### src/rtl/spi_arbiter_pkg.sv
// rtl/spi_arbiter_pkg.sv - shared state encoding, default timing and counter helper for spi_arbiter
package spi_arbiter_pkg;

  typedef enum logic [2:0] {
    S_IDLE,
    S_SETUP,
    S_START,
    S_WAIT,
    S_ACK,
    S_HOLD,
    S_GAP
  } state_t;

  localparam int DEF_CS_SETUP = 2;
  localparam int DEF_CS_HOLD  = 2;
  localparam int DEF_CS_GAP   = 4;
  localparam int CNT_W        = 4;

  // Timing counters count down to zero, so a duration of N cycles loads N-1
  function automatic logic [CNT_W-1:0] cnt_load(input int cycles);
    return CNT_W'(cycles - 1);
  endfunction

endpackage

### src/rtl/rr_arbiter.sv
// rtl/rr_arbiter.sv - combinational round-robin winner select, one-hot grant
module rr_arbiter #(
  parameter int NREQ = 4,
  parameter int PW   = $clog2(NREQ)
) (
  input  logic [NREQ-1:0] req_i,
  input  logic [PW-1:0]   ptr_i,
  output logic [NREQ-1:0] gnt_o
);

  logic [PW-1:0] idx;
  logic          found;

  // Scan requesters starting at the pointer; the first active one wins
  always_comb begin
    gnt_o = '0;
    found = 1'b0;
    idx   = '0;
    for (int i = 0; i < NREQ; i++) begin
      idx = PW'((int'(ptr_i) + i) % NREQ);
      if (!found && req_i[idx]) begin
        gnt_o[idx] = 1'b1;
        found      = 1'b1;
      end
    end
  end

endmodule

### src/rtl/spi_arbiter.sv
// rtl/spi_arbiter.sv - round-robin arbiter sharing one spi_master between NREQ requesters
module spi_arbiter
  import spi_arbiter_pkg::*;
#(
  parameter int NREQ     = 4,
  parameter int CS_SETUP = DEF_CS_SETUP,
  parameter int CS_HOLD  = DEF_CS_HOLD,
  parameter int CS_GAP   = DEF_CS_GAP
) (
  input  logic            clk,
  input  logic            rst,
  input  logic [NREQ-1:0] req,
  input  logic [NREQ*8-1:0] req_tx_data,
  input  logic [NREQ-1:0] req_last,
  output logic [NREQ-1:0] gnt,
  output logic [NREQ-1:0] byte_ack,
  output logic [7:0]      rx_data,
  output logic            m_start,
  output logic [7:0]      m_tx_data,
  input  logic            m_done,
  input  logic [7:0]      m_rx_data,
  output logic [NREQ-1:0] cs_n
);

  localparam int PW = $clog2(NREQ);
  localparam logic [CNT_W-1:0] SETUP_LD = cnt_load(CS_SETUP);
  localparam logic [CNT_W-1:0] HOLD_LD  = cnt_load(CS_HOLD);
  localparam logic [CNT_W-1:0] GAP_LD   = cnt_load(CS_GAP);

  logic [1:0]       rst_sync_q;
  logic             rst_n_s;
  state_t           state_q;
  logic [CNT_W-1:0] cnt_q;
  logic [PW-1:0]    ptr_q;
  logic [PW-1:0]    w_q;
  logic [NREQ-1:0]  gnt_q;
  logic [NREQ-1:0]  cs_n_q;
  logic [NREQ-1:0]  ack_q;
  logic             start_q;
  logic [7:0]       tx_q;
  logic [7:0]       rx_q;
  logic             last_q;
  logic [NREQ-1:0]  win_d;
  logic [PW-1:0]    win_idx_d;
  logic             cur_req;
  logic             cur_last;
  logic [7:0]       cur_tx;

  // Reset asserts at once but releases only after two clean clock edges
  always_ff @(posedge clk or negedge rst) begin
    if (!rst) rst_sync_q <= '0;
    else      rst_sync_q <= {rst_sync_q[0], 1'b1};
  end
  assign rst_n_s = rst_sync_q[1];

  rr_arbiter #(.NREQ(NREQ), .PW(PW)) u_rr (
    .req_i (req),
    .ptr_i (ptr_q),
    .gnt_o (win_d)
  );

  // Encode the winner index and select the owner's request lines
  always_comb begin
    win_idx_d = '0;
    cur_req   = 1'b0;
    cur_last  = 1'b0;
    cur_tx    = '0;
    for (int i = 0; i < NREQ; i++) begin
      if (win_d[i]) win_idx_d = PW'(i);
      if (w_q == PW'(i)) begin
        cur_req  = req[i];
        cur_last = req_last[i];
        cur_tx   = req_tx_data[i*8 +: 8];
      end
    end
  end

  // Burst sequencer: grant, chip-select timing, byte handshakes with the master
  always_ff @(posedge clk or negedge rst_n_s) begin
    if (!rst_n_s) begin
      state_q <= S_IDLE;
      cnt_q   <= '0;
      ptr_q   <= '0;
      w_q     <= '0;
      gnt_q   <= '0;
      cs_n_q  <= '1;
      ack_q   <= '0;
      start_q <= 1'b0;
      tx_q    <= '0;
      rx_q    <= '0;
      last_q  <= 1'b0;
    end else begin
      start_q <= 1'b0;
      ack_q   <= '0;
      case (state_q)
        S_IDLE: begin
          if (|req) begin
            w_q     <= win_idx_d;
            gnt_q   <= win_d;
            cs_n_q  <= ~win_d;
            ptr_q   <= (win_idx_d == PW'(NREQ - 1)) ? '0 : win_idx_d + 1'b1;
            cnt_q   <= SETUP_LD;
            state_q <= S_SETUP;
          end
        end
        S_SETUP: begin
          if (!cur_req) begin
            cnt_q   <= HOLD_LD;
            state_q <= S_HOLD;
          end else if (cnt_q == '0) begin
            start_q <= 1'b1;
            state_q <= S_START;
          end else begin
            cnt_q <= cnt_q - 1'b1;
          end
        end
        S_START: begin
          tx_q    <= cur_tx;
          last_q  <= cur_last;
          state_q <= S_WAIT;
        end
        S_WAIT: begin
          if (m_done) begin
            rx_q    <= m_rx_data;
            ack_q   <= gnt_q;
            state_q <= S_ACK;
          end
        end
        S_ACK: begin
          if (last_q || !cur_req) begin
            cnt_q   <= HOLD_LD;
            state_q <= S_HOLD;
          end else begin
            start_q <= 1'b1;
            state_q <= S_START;
          end
        end
        S_HOLD: begin
          if (cnt_q == '0) begin
            cs_n_q  <= '1;
            gnt_q   <= '0;
            cnt_q   <= GAP_LD;
            state_q <= S_GAP;
          end else begin
            cnt_q <= cnt_q - 1'b1;
          end
        end
        S_GAP: begin
          if (cnt_q == '0) state_q <= S_IDLE;
          else             cnt_q   <= cnt_q - 1'b1;
        end
        default: state_q <= S_IDLE;
      endcase
    end
  end

  // The requester's byte is live during START so the master sees it with m_start
  assign m_tx_data = (state_q == S_START) ? cur_tx : tx_q;
  assign gnt       = gnt_q;
  assign cs_n      = cs_n_q;
  assign byte_ack  = ack_q;
  assign m_start   = start_q;
  assign rx_data   = rx_q;

endmodule
### config.mk
export PLATFORM = sky130hd
export DESIGN_NAME = spi_arbiter
export DESIGN_NICKNAME = d
export VERILOG_FILES = /design/src/rtl/spi_arbiter_pkg.sv /design/src/rtl/rr_arbiter.sv /design/src/rtl/spi_arbiter.sv
export SDC_FILE = /design/constraint.sdc
export NUM_CORES = 1
export LEC_CHECK = 0
export ABC_AREA = 1
export BUFFER_PORTS_ARGS = -buffer_cell sky130_fd_sc_hd__buf_2
export CAP_MARGIN = 20
export CORE_MARGIN = 5
export CORE_UTILIZATION = 35
export DETAILED_ROUTE_END_ITERATION = 6
export HOLD_SLACK_MARGIN = 0.12
export PLACE_DENSITY = 0.64
export SLEW_MARGIN = 10
export SYNTH_ARGS = -nofsm -noshare
export SYNTH_HDL_FRONTEND = slang
export SYNTH_SLANG_ARGS = --single-unit
### constraint.sdc
create_clock -name clk -period 4 [get_ports clk]
set_input_delay 0.4 -clock clk [delete_from_list [all_inputs] [get_ports clk]]
set_output_delay 0.4 -clock clk [all_outputs]
set_load 0.02 [all_outputs]
Word level (Yosys, flattened, before mapping)
Cells that the tools add are included.

storage, ports and cells
  output and inout bits = 29
  register bits after elaboration = 43
  word-level logic and storage cells = 134
  input bits = 51

operators by class
  multiplexer cells = 66
  bitwise gates (word level) = 4
  add/subtract/negate cells = 5
  reductions and logical operators = 23
  eq/ne operators = 16
  magnitude comparators = 8

operator list
  kind                                                               number
  two-way mux 4 bit                                                  15
  two-way mux 8 bit                                                  5
  two-way mux 1 bit                                                  23
  two-way mux 3 bit                                                  7
  case mux 3 bit (7 select lines)                                    1
  case mux 4 bit (5 select lines)                                    1
  case mux 4 bit (2 select lines)                                    2
  less-than comparator 2 x 3 -> 1 bit, second input constant         4
  OR 4 bit                                                           3
  inequality test 2 bit, second input constant                       5
  equality test 3 bit, second input constant                         3
  binary-select mux 1 bit (select 2 bit)                             4
  demux 1 bit (select 2 bit)                                         4
  greater-or-equal comparator 2 x 1 -> 1 bit, second input constant  4
  logical AND 1 bit                                                  7
  equality test 2 bit, second input constant                         3
  equality test 3 x 2 -> 1 bit, second input constant                2
  two-way mux 2 bit                                                  3
  AND reduction 3 bit                                                2
  AND reduction 5 bit                                                1
  nonzero test 5 bit                                                 1
  adder 2 x 1 -> 2 bit, second input constant                        2
  adder 2 bit, second input constant                                 2
  zero test 1 bit                                                    4
  13 further kinds                                                   14

Longest topological paths before layout
Gate-level depths: netlist of the first run.

  depth after elaboration = 17
  gate-level depth with buffers = 13
  mapped depth without buffers = 13

Modules after synthesis
Synthesis of the first run repeated with hierarchy kept, for this count alone.

unflattened totals
  cell total of the unflattened synthesis = 331
  area, all modules = 2575.0 sq um

by module, submodules not included
  module       times used  cells an instance  seq. area each (sq um)  area an instance (sq um)
  spi_arbiter  1           258                1081.0                  2175.8
  rr_arbiter   1           73                 0.0                     399.1

Least setup slack after synthesis of the first run
No wires, ideal clock.

  kind = reg2out
  from = register state_q[0]
  to = output port m_tx_data[0]
  data arrival time = 1573 ps
  cell stages (with the launch flop) = 7
  slack = 2027 ps
  required time = 3600 ps
  path buffers = 1
  path through = dfrtp_1 -> nor2_1 -> inv_1 -> nor2_2 -> inv_1 -> buf_2 -> o21ai_0

between the ends
  cells in the longest elaborated chain, start to end = 2

RTL lines
  what                          RTL line            RTL
  start, declared               spi_arbiter.sv:32   state_t state_q;
  start signal, assigned        spi_arbiter.sv:81   state_q <= S_IDLE;
  start signal, assigned        spi_arbiter.sv:103  state_q <= S_SETUP;
  start signal, assigned        spi_arbiter.sv:109  state_q <= S_HOLD;
  equality test 3 x 2 -> 1 bit  spi_arbiter.sv:158  assign m_tx_data = (state_q == S_START) ? cur_tx : tx_q;
  two-way mux 8 bit             --
  end, declared                 spi_arbiter.sv:19   output logic [7:0] m_tx_data,

No other way between the ends.

Worst setup path in the final report of the first run
  from = register w_q[0]
  to = output port m_tx_data[3]

between the ends
  cells in the longest elaborated chain, start to end = 6
  elaborated cells between the ends (all ways) = 9
  those cells by class = eq/ne (3); mux (5); reduce/logical (1)

RTL lines
  what                            RTL line           RTL
  start, declared                 spi_arbiter.sv:35  logic [PW-1:0] w_q;
  start signal, assigned          spi_arbiter.sv:98  w_q <= win_idx_d;
  zero test 2 bit                 spi_arbiter.sv:70  if (w_q == PW'(i)) begin
  two-way mux 8 bit (3 in a row)  spi_arbiter.sv:70
  two-way mux 8 bit *             spi_arbiter.sv:70
  two-way mux 8 bit *             --

Every way passes the cells marked *; elsewhere a longest branch is shown, timed or not.

==> summary.txt, run 1 <==
Floorplanning
  • Core area: 0.00718 sq mm
  • I/O pin total: 80
  • Initial Utilization: between 30% and 40%
  • Die Y-Extent: 95.4 um
  • Die width: 95.4 um
  • Row Count: 31
  • Full die area: just over 0.009 sq mm

Clocking
  • CTS tree: done
  • Setup repair bufs after CTS: 0
  • Total CTS buffers: 5
  • Worst-path clk slew: 80 ps
  • Clock tree sinks: 43
  • Root buf cell: clkbuf_8
  • Clk buf depth: 2
  • H-Tree Depth: 2
  • # resized after CTS: 0
  • CTS Hold Bufs: 1
  • Worst-Skew Late Latency: between 300 and 400 ps

Layout
  • Nets: ~460
  • Area of all placed cells without fillers: around 0.0032 sq mm
  • Register area: 0.00108 sq mm
  • Share of cells above drive strength 1: 31.9%
  • # diodes: 0
  • Area occupied by multi-input gates: 0.00132 sq mm
  • Area growth syn-to-layout: 24.9%
  • # fillers: 725
  • Most frequent cells in the layout: nand2_1, buf_2, nand3_1, dfrtp_1, inv_1
  • Most common cell after layout, fill and taps aside: nand2_1

Worst setup path
  • Slowest library cell on the worst path: dfrtp_1
  • Worst Path Arrival: 2060 ps
  • Crit path kind: reg -> out
  • Worst reg2reg path endpoint: ptr_q[0]$_DFFE_PN0P_
  • CP max stage delay: 640 ps
  • CP required: between 3000 and 4000 ps
  • Reg2Reg Launch Point: ptr_q[0]$_DFFE_PN0P_
  • Setup slack, reg-to-reg: approximately 2000 ps
  • Crit path to: m_tx_data[3]
  • Most used cell, CP: nand2_1
  • CP startpoint kind: flip-flop
  • CP startpoint: w_q[0]$_DFFE_PN0P_
  • Element type at the critical path end: output pin
  • Cell family with most CP delay: flip-flops
  • Worst-path cell chain: inv_1, nand2_1, clkinv_1, nand2_1, nand2_1, a221oi_1, o21ai_0, buf_2
  • FF-to-FF path depth: 12
  • Critical Path Stages: 8
  • CP Buf/Inv Count: 3
  • Worst-path fanout max: 14

STA
  • Setup violators final: 0
  • Slew headroom: 41.2%
  • Slew @ Worst Pin: 882 ps
  • RSZ-0062 raised after global routing: no
  • Final period util: 61.5%
  • Setup slack after layout: 1540 ps
  • Clk_skew: 7.15 ps
  • Crit path time final: between 2000 and 2500 ps
  • Fmax: between 0.4 and 0.5 GHz
  • Final Hold Viols: 0
  • Max Slew Vio Count: 0
  • Setup TNS: 0 ps

Synth
  • Asr flop ratio synth: 100%
  • Syn Nets: 378
  • Synth cell types: 36
  • Synth Register Bits: between 40 and 50
  • Synth Area in Compound Gates: under 10%
  • Simple-Gate Fraction of Synth Area: 34.3%
  • Cell Area, Synth: 0.00255 sq mm
  • Ys Warns: 0
  • Synth area leaders: dfrtp_1, nand2_1, nand3_1
  • Seq/Total Area, Yosys: 42.4%
  • Synth Flop Type: dfrtp_1
  • Number of synthesized flops with an enable pin: 0
  • Synth area leader: dfrtp_1
  • XOR/XNOR share of the synthesized area: less than 1%
  • Top cell type's share of synthesized area: 38.2%
  • Syn Area/Cell: 7.98 sq um
  • Multiplexer share of the synthesized area: 3.53%
  • Cells after Synth: 320
  • Synth Area in Adders: 3.43%
  • Largest family of logic cells by synthesized area: simple AND/OR/NAND/NOR gates

Power and ir drop
  • Worst vdd ir: 0.337 mV
  • Int Power: 0.00133 W
  • Sw Pwr: 0.00131 W
  • Logic pwr share: 57.9%
  • Leakage: 1.66 nW
  • Power Density: 828 mW/mm^2
  • Switching Fraction: 49.7%
  • Sequential Power Share: around 29%
  • Clock share of power: between 10 and 15%

Worst hold path
  • Min-Delay Path Class: in -> reg

Routing
  • Total Wirelength: 6.63 mm
  • Routed WL per cell: 13.2 um
  • # DRC: 0
  • Total vias in the final route: 2,420
  • Via-to-Cell Ratio: 4.80
  • Routed Antenna Nets: 0
  • Number of DRC markers in iteration 0: 137
  • TritonRoute pass-1 iters: 4

Placement
  • Pre-CTS WS: 1870 ps
  • Port bufs: 79
  • HPWL Detailed: 5.03 mm
  • GPL Wtd Cong: 0.916
  • Placed cell area: slightly above 0.003 sq mm

Global route
  • Gr usage total: 14.8%
  • Vias in the first global route: around 2,400
  • Largest net degree at the start of global routing: between 40 and 50
  • First-pass GRT wire length: 10.8 mm
  • GR Overflow Total: 0
  • Initial antenna violation count: 0

Status
  • Status: completed

Flow run
  • Max Cap Viol: 0
## registers in the layout (all words and copies together) (netlist names), 2 cells and up
register and cells:
tx_q 8, byte_ack 4, rst_sync_q 2, cs_n 4, gnt 4, state_q 3
cnt_q 4, ptr_q 2, rx_data 8, w_q 2
## metal layers
layer	wire [um]	global-route usage [%]
met2	3090	23.6
met3	472	3.39
met5	0	0
met4	68	3.44
met1	3000	20.5
## power by group through the flow
stage / clock network, W / registers, W / logic [W]
2_1_floorplan: 0 / 0.000821 / 0.00108
3_3_place_gp: 0 / 0.000754 / 0.00151
3_5_place_dp: 0 / 0.000762 / 0.00153
4_1_cts: 0.000364 / 0.000755 / 0.00154
5_1_grt: 0.000381 / 0.000777 / 0.00172
6_report: 0.000356 / 0.000754 / 0.00153
## worst min path at each step
stage	startpoint	endpoint	slack (ps)	cells past startpoint
after floorplan	rst	rst_sync_q[0]$_DFF_PN0_	100	0
final	m_rx_data[6]	rx_data[6]$_DFFE_PN0P_	330	2
after global placement	rst	rst_sync_q[0]$_DFF_PN0_	190	1
after global routing	m_rx_data[5]	rx_data[5]$_DFFE_PN0P_	310	2
after detailed placement	rst	rst_sync_q[0]$_DFF_PN0_	190	1
after CTS	m_rx_data[5]	rx_data[5]$_DFFE_PN0P_	320	2
## cell families after synthesis
family / Yosys count
AOI/OAI and AO/OA: 39
xor gates and xnor gates: 2
adders and majority gates: 7
buffers and inverters: 40
DFF: 43
muxes: 8
other: 1
and+or+nand+nor: 180
## metrics by stage
stage	util (%)	hold slack, ps	total power [W]	std cells
after global routing	44.4	314	0.00288	504
after detailed placement	42.7	187	0.00229	495
after floorplan	-	104	0.00190	320
after CTS	44.4	320	0.00266	504
after global placement	42.7	186	0.00226	495
final	44.4	326	0.00264	504
## area by class of cell
cell class              instances  area share [%]
multi-input cells             237            41.3
flip-flops and latches         43            34.0
repair buffers                 80            12.7
inverters                      37            4.44
well taps                      99            3.89
clock buffers                   5            2.16
clock inverters                 3            1.49
## cell usage after synthesis, types with 2 or more instances
cell type,n
dfrtp_1,39
nand3_1,38
clkinv_1,3
nor2_4,3
inv_2,4
a41oi_1,5
o21ai_1,4
mux2_2,8
nand3_4,2
o21ai_0,11
nor2_1,23
nor3_1,3
a221oi_1,3
a21oi_1,11
nand3b_1,3
nand2_1,90
nand2_2,7
inv_1,29
nand2_4,2
nor2_2,2
clkbuf_1,2
nand3_2,5
dfstp_2,4
ha_1,7
## worst register-to-register path, cell delays in order (launching register included)
cell and delay [ps]:
dfrtp_1 530, inv_2 140, ha_1 360, inv_1 100, nand3_1 80, nand2_1 110
nand2_4 90, nor2_4 150, nand2_2 60, nand3_2 100, nand2_1 70, nand3_2 60
nand2_2 40
Note: power is estimated with default switching activity, not from simulation.
==> inputs of run 2 (changes only) <==
--- a/config.mk
+++ b/config.mk
@@ -12,7 +12,7 @@
 export CORE_UTILIZATION = 35
 export DETAILED_ROUTE_END_ITERATION = 6
 export HOLD_SLACK_MARGIN = 0.12
-export PLACE_DENSITY = 0.64
+export PLACE_DENSITY = 0.67
 export SLEW_MARGIN = 10
 export SYNTH_ARGS = -nofsm -noshare
 export SYNTH_HDL_FRONTEND = slang
==> constraint.sdc (replaced) <==
create_clock -name clk -period 2.25 [get_ports clk]
set_input_delay 0.225 -clock clk [delete_from_list [all_inputs] [get_ports clk]]
set_output_delay 0.225 -clock clk [all_outputs]
set_load 0.02 [all_outputs]
==> run 2 against run 1 <==
  * Wire length increased by 0.63%
  * Critical path depth did not move
  * Clock power is 82% higher
  * Final cell count grew 1.8%
  * Power up 85%
  * Sequential power increased by 76%
  * Sequential share of layout area fell by 0.93 points
  * Combinational power up 90%
  * Largest cell class unchanged
  * Highest routed layer is now met3
==> summary.txt, run 2 (same netlist as run 1, synthesis figures left out) <==
Status
  • Status: completed

STA
  • Clk_skew: 5.23 ps
  • Setup violators final: 0
  • Final Hold Viols: 0
  • Slew @ Worst Pin: 865 ps
  • Slew headroom: 42.3%
  • Final period util: between 90% and 100%
  • Max Slew Vio Count: 0
  • Crit path time final: 2140 ps
  • Setup TNS: 0 ps
  • Fmax: 0.467 GHz

Routing
  • TritonRoute pass-1 iters: 4
  • Via-to-Cell Ratio: 4.80
  • Routed Antenna Nets: 0
  • Total vias in the final route: 2,462
  • Total Wirelength: 6.67 mm
  • Number of DRC markers in iteration 0: 112
  • Routed WL per cell: 13.0 um
  • # DRC: 0

Global route
  • First-pass GRT wire length: ~11 mm
  • Vias in the first global route: 2,455
  • Largest net degree at the start of global routing: 42
  • Gr usage total: 14.9%
  • GR Overflow Total: 0
  • Initial antenna violation count: 0

Floorplanning
  • Core area: 0.00718 sq mm
  • Row Count: 31
  • Full die area: between 0.009 and 0.01 sq mm
  • I/O pin total: 80
  • Die width: 95.4 um
  • Die Y-Extent: 95.4 um
  • Initial Utilization: 35.6%

Power and ir drop
  • Total power: 0.00488 W
  • Power Density: 1490 mW/mm^2
  • Leakage: approximately 1.7 nW
  • Worst vdd ir: 0.607 mV

Clocking
  • Total CTS buffers: 5
  • Worst-Skew Late Latency: 290 ps
  • H-Tree Depth: 2
  • Clk buf depth: 2
  • Clock tree sinks: 43
  • Root buf cell: clkbuf_8
  • CTS tree: done
  • Worst-path clk slew: 90 ps

Worst setup path
  • Element type at the critical path end: output pin
  • Worst-path fanout max: 13
  • Crit path kind: reg -> out
  • CP startpoint kind: flip-flop
  • CP required: slightly above 2000 ps
  • Worst Path Arrival: 1910 ps

Layout
  • Most frequent cells in the layout: nand2_1, buf_2, nand3_1
  • Nets: 471
  • # diodes: 0
  • Most common cell after layout, fill and taps aside: nand2_1
  • Area growth syn-to-layout: 28.5%
  • Post-route insts no fill: 513
  • Final core utilization: a little under half
  • Area of all placed cells without fillers: 0.00328 sq mm
  • Share of cells above drive strength 1: 34.5%

Placement
  • HPWL Detailed: 5.03 mm
  • Port bufs: a little under 80
  • GPL Wtd Cong: 0.921
  • Placed cell area: 0.00308 sq mm
  • Inst Count DP: 497

Worst hold path
  • Min-Delay Path Class: in -> reg

Flow run
  • Max Cap Viol: 0
-- run 2: report_power, final --
| part | internal [W] | switching (W) | total (W) |
|---|---|---|---|
| Clock | 0.000366 | 0.000283 | 0.000649 |
| Combinational | 0.00103 | 0.00188 | 0.00290 |
| Sequential | 0.00110 | 0.000230 | 0.00133 |
-- run 2: metrics by stage --
step                worst slack (ps)  hold slack [ps]
floorplan                        436            -70.6
global placement                 344             10.6
detailed placement               225             16.4
CTS                             59.0              145
global route                   -6.19              159
finish                           111              160
-- run 2: metal layers --
| layer | track usage, % | up-vias | wire (um) |
|---|---|---|---|
| met4 | 2.25 | 0 | 0 |
| met3 | 3.79 | 0 | 445 |
| li1 | - | 1235 | - |
| met1 | 19.8 | 1159 | 2990 |
| met5 | 0 | - | 0 |
| met2 | 24.9 | 68 | 3240 |
-- run 2: path summary, 6_finish.rpt --
check,from,to,slack (ps),cells past startpoint
worst max-delay path,state_q[0]$_DFFE_PN0P_,m_tx_data[1],110,8
worst min-delay path,m_rx_data[3],rx_data[3]$_DFFE_PN0P_,160,2
worst max register to register,ptr_q[1]$_DFFE_PN0P_,ptr_q[0]$_DFFE_PN0P_,200,13
worst min register to register,rst_sync_q[0]$_DFF_PN0_,rst_sync_q[1]$_DFF_PN0_,370,0
max in group asynchronous,rst_sync_q[1]$_DFF_PN0_,state_q[0]$_DFFE_PN0P_,1270,0
min in group asynchronous,rst,rst_sync_q[1]$_DFF_PN0_,250,2
-- run 2: area by class of cell --
| cell class | count | area [sq um] |
|---|---|---|
| clock buffers | 6 | 82.6 |
| clock inverters | 2 | 38.8 |
| fillers | 706 | 3890 |
| inverters | 37 | 149 |
| multi-input cells | 237 | 1330 |
| flip-flops and latches | 43 | 1080 |
| well taps | 99 | 124 |
| repair buffers | 89 | 473 |
-- run 2: timing repair --
action / 4_1_cts / 5_1_grt
hold buffers: 1 / 0
pin swaps: 0 / 1
endpoints found under the hold margin: 2 / 0
setup endpoints to repair: 1 / 8
buffers inserted: 3 / 4
gates resized for setup: 2 / 5
-- run 2: worst max-delay path: stages, from the launching register on --
cell and delay (ps):
dfrtp_2 460, nor2_2 130, inv_2 70, nor2_4 190, clkinvlp_4 100, buf_4 180
a21oi_1 150, a41oi_1 150, buf_2 190
==> inputs of run 3 (changes only) <==
--- a/config.mk
+++ b/config.mk
@@ -12,8 +12,10 @@
 export CORE_UTILIZATION = 35
 export DETAILED_ROUTE_END_ITERATION = 6
 export HOLD_SLACK_MARGIN = 0.12
-export PLACE_DENSITY = 0.67
+export PLACE_DENSITY = 0.66
+export REMOVE_ABC_BUFFERS = 1
 export SLEW_MARGIN = 10
 export SYNTH_ARGS = -nofsm -noshare
 export SYNTH_HDL_FRONTEND = slang
+export SYNTH_HIERARCHICAL = 1
 export SYNTH_SLANG_ARGS = --single-unit
==> run 3 against run 2 <==
  * Wire length shrank 4.3%
  * Non-clock buffer count grew 1
  * Largest power group unchanged
  * First-iteration DRC count up 23%
  * Largest cell class unchanged
  * Sequential share of layout area rose by 0.18 points
  * Final area down 0.65%
  * Maximum frequency up 2.6%
  * Power is 3.3% lower
  * Area after synthesis is 0.88% higher
  * Core utilization down 0.54 points
  * Die area increased by 0.80%
  * Synthesized cell count is 3.4% higher
==> summary.txt, run 3 <==
Status
  • Status: completed

Layout
  • Final core utilization: 45.2%
  • Most frequent cells in the layout: nand2_1, buf_2, nand3_1
  • Most common cell after layout, fill and taps aside: nand2_1
  • Nets: around 480
  • # diodes: 0
  • Area growth syn-to-layout: 26.6%
  • Area of all placed cells without fillers: about 0.0033 sq mm
  • # fillers: between 700 and 800
  • Share of cells above drive strength 1: 31.1%

Synth
  • Most frequent cell after synthesis: nand2_1
  • Top cell type's share of synthesized area: 37.9%
  • Number of synthesized flops with an enable pin: 0
  • Synth area leader: dfrtp_1
  • Synth area leaders: dfrtp_1, nand2_1, nand3_1
  • Cells after Synth: 331
  • Synth Register Bits: 43
  • Syn Area/Cell: 7.78 sq um
  • Ys Warns: 6
  • Cell Area, Synth: 0.00257 sq mm
  • Synth cell types: 32
  • Synth Flop Type: dfrtp_1
  • Post-synth top cells: nand2_1, nand3_1, dfrtp_1, inv_1, nor2_1
  • Seq/Total Area, Yosys: 42.0%
  • Asr flop ratio synth: 100%

Global route
  • Vias in the first global route: 2,431
  • First-pass GRT wire length: about 11 mm
  • Initial antenna violation count: 0
  • Gr usage total: 14.7%
  • GR Overflow Total: 0
  • Largest net degree at the start of global routing: 42

Power and ir drop
  • Clock share of power: 11.0%
  • Logic pwr share: about three fifths
  • Switching Fraction: 49.5%
  • Int Power: between 0.002 and 0.0025 W
  • Power Density: 1450 mW/mm^2
  • Sw Pwr: 0.00233 W
  • Sequential Power Share: 28.6%
  • Worst vdd ir: 0.587 mV
  • Leakage: about 1.7 nW

Clocking
  • H-Tree Depth: 2
  • CTS tree: done
  • Root buf cell: clkbuf_8
  • Worst-path clk slew: 90 ps
  • Total CTS buffers: 5
  • Clock tree sinks: 43
  • Worst-Skew Late Latency: 310 ps
  • Clk buf depth: 2

STA
  • Fmax: between 0.4 and 0.5 GHz
  • Crit path time final: 2080 ps
  • Slew headroom: 66.0%
  • Final Hold Viols: 0
  • RSZ-0062 raised after global routing: yes
  • Final period util: approximately 93%
  • Slew @ Worst Pin: 510 ps
  • Setup violators final: 0
  • Clk_skew: around 6.1 ps
  • Max Slew Vio Count: 0

Floorplanning
  • Full die area: ~0.0092 sq mm
  • Row Count: 31
  • Die width: 95.8 um
  • I/O pin total: 80
  • Die Y-Extent: 95.8 um
  • Initial Utilization: a little over a third
  • Core area: about 0.007 sq mm

Routing
  • Metal2 WL: 2.77 mm
  • Top Metal Used: met4
  • Metal1 wirelength: 2.93 mm
  • Number of DRC markers in iteration 0: 138
  • Routed WL per cell: 12.2 um
  • WL met3: about 620 um
  • Total Wirelength: 6.38 mm
  • TritonRoute pass-1 iters: 5
  • Via-to-Cell Ratio: between 4 and 5
  • Total vias in the final route: roughly 2,500
  • Routed Antenna Nets: 0
  • # DRC: 0

Worst setup path
  • CP required: 2030 ps
  • CP startpoint kind: flip-flop
  • Element type at the critical path end: output pin
  • Worst Path Arrival: 1860 ps
  • Worst-path fanout max: 9
  • Crit path kind: reg -> out

Placement
  • Port bufs: 79
  • Placed cell area: roughly 0.0031 sq mm
  • HPWL Detailed: 4.96 mm
  • GPL Wtd Cong: 0.822

Flow run
  • Max Cap Viol: 0

Worst hold path
  • Min-Delay Path Class: in -> reg
-- run 3: changes by cell type after synthesis, moves of 3 or more --
cell	delta
nand3_1	+14
inv_1	+8
o21ai_0	+7
nand2_1	-5
o21ai_1	-4
nand3_2	-3
nand4_1	+3
o21a_1	+3
-- run 3: repair_timing --
item / CTS / global route
setup endpoints to repair: 0 / 8
gates resized for setup: 0 / 3
buffers inserted: 0 / 3
endpoints found under the hold margin: 2 / 0
hold buffers: 1 / 0
-- run 3: area by class of cell --
cell class,count,area [sq um],area share [%]
multi-input cells,242,1320,40.5
inverters,42,161,4.95
flip-flops and latches,43,1080,33.2
repair buffers,90,480,14.7
clock inverters,3,23.8,0.729
clock buffers,5,68.8,2.11
well taps,99,124,3.80
-- run 3: power groups by stage --
stage / Combinational [W] / Sequential [W] / Clock, W
finish: 0.00285 / 0.00135 / 0.000517
global placement: 0.00278 / 0.00135 / 0
CTS: 0.00283 / 0.00135 / 0.000541
detailed placement: 0.00283 / 0.00136 / 0
floorplan: 0.00179 / 0.00158 / 0
global route: 0.00322 / 0.00139 / 0.000570
-- run 3: path summary, 6_finish.rpt --
kind / cells after the start / slack, ps / to / start
max: 6 / 170 / m_tx_data[6] / w_q[1]$_DFFE_PN0P_
min: 2 / 140 / rx_data[0]$_DFFE_PN0P_ / m_rx_data[0]
max reg2reg: 12 / 280 / gnt[2]$_DFFE_PN0P_ / ptr_q[0]$_DFFE_PN0P_
min reg2reg: 1 / 300 / rx_data[2]$_DFFE_PN0P_ / rst_sync_q[1]$_DFF_PN0_
max in group asynchronous: 1 / 1570 / state_q[1]$_DFFE_PN0P_ / rst_sync_q[1]$_DFF_PN0_
min in group asynchronous: 2 / 220 / rst_sync_q[0]$_DFF_PN0_ / rst
-- run 3: stage by stage --
step	setup slack, ps	hold slack [ps]	TNS (ps)	total power [W]	std cells
2_1_floorplan	272	-70.6	0	0.00337	327
3_3_place_gp	373	15.5	0	0.00413	512
3_5_place_dp	297	15.2	0	0.00419	512
4_1_cts	47.4	134	0	0.00472	521
5_1_grt	-14.2	125	-14.2	0.00518	524
6_report	165	143	0	0.00472	524
-- run 3: metal layers --
layer | global-route usage (%) | vias up
li1 | - | 1278
met3 | 4.61 | 6
met5 | 0 | -
met2 | 23.3 | 106
met1 | 19.4 | 1122
met4 | 4.15 | 0
-- run 3: critical path, cell delays in order, from the launching register on --
cell and delay, ps:
dfrtp_1 450, clkinvlp_4 220, nor2_1 130, buf_4 170, a221oi_1 80, o21ai_0 270, buf_2 230
-- run 3: logic make-up (layout without fill, tap and decap cells) --
family                   count (synthesis)  in the layout  synth area share, %
AND/OR/NAND/NOR                        183            183                 33.7
adder cells (fa/ha/maj)                  8              8                 3.89
XOR/XNOR                                 1              1                0.340
AO/OA/AOI/OAI                           41             41                 9.62
multiplexers                             8              8                 3.50
flip-flops                              43             43                 42.0
buffers and inverters                   46            140                 6.80
other                                    1              1                0.146
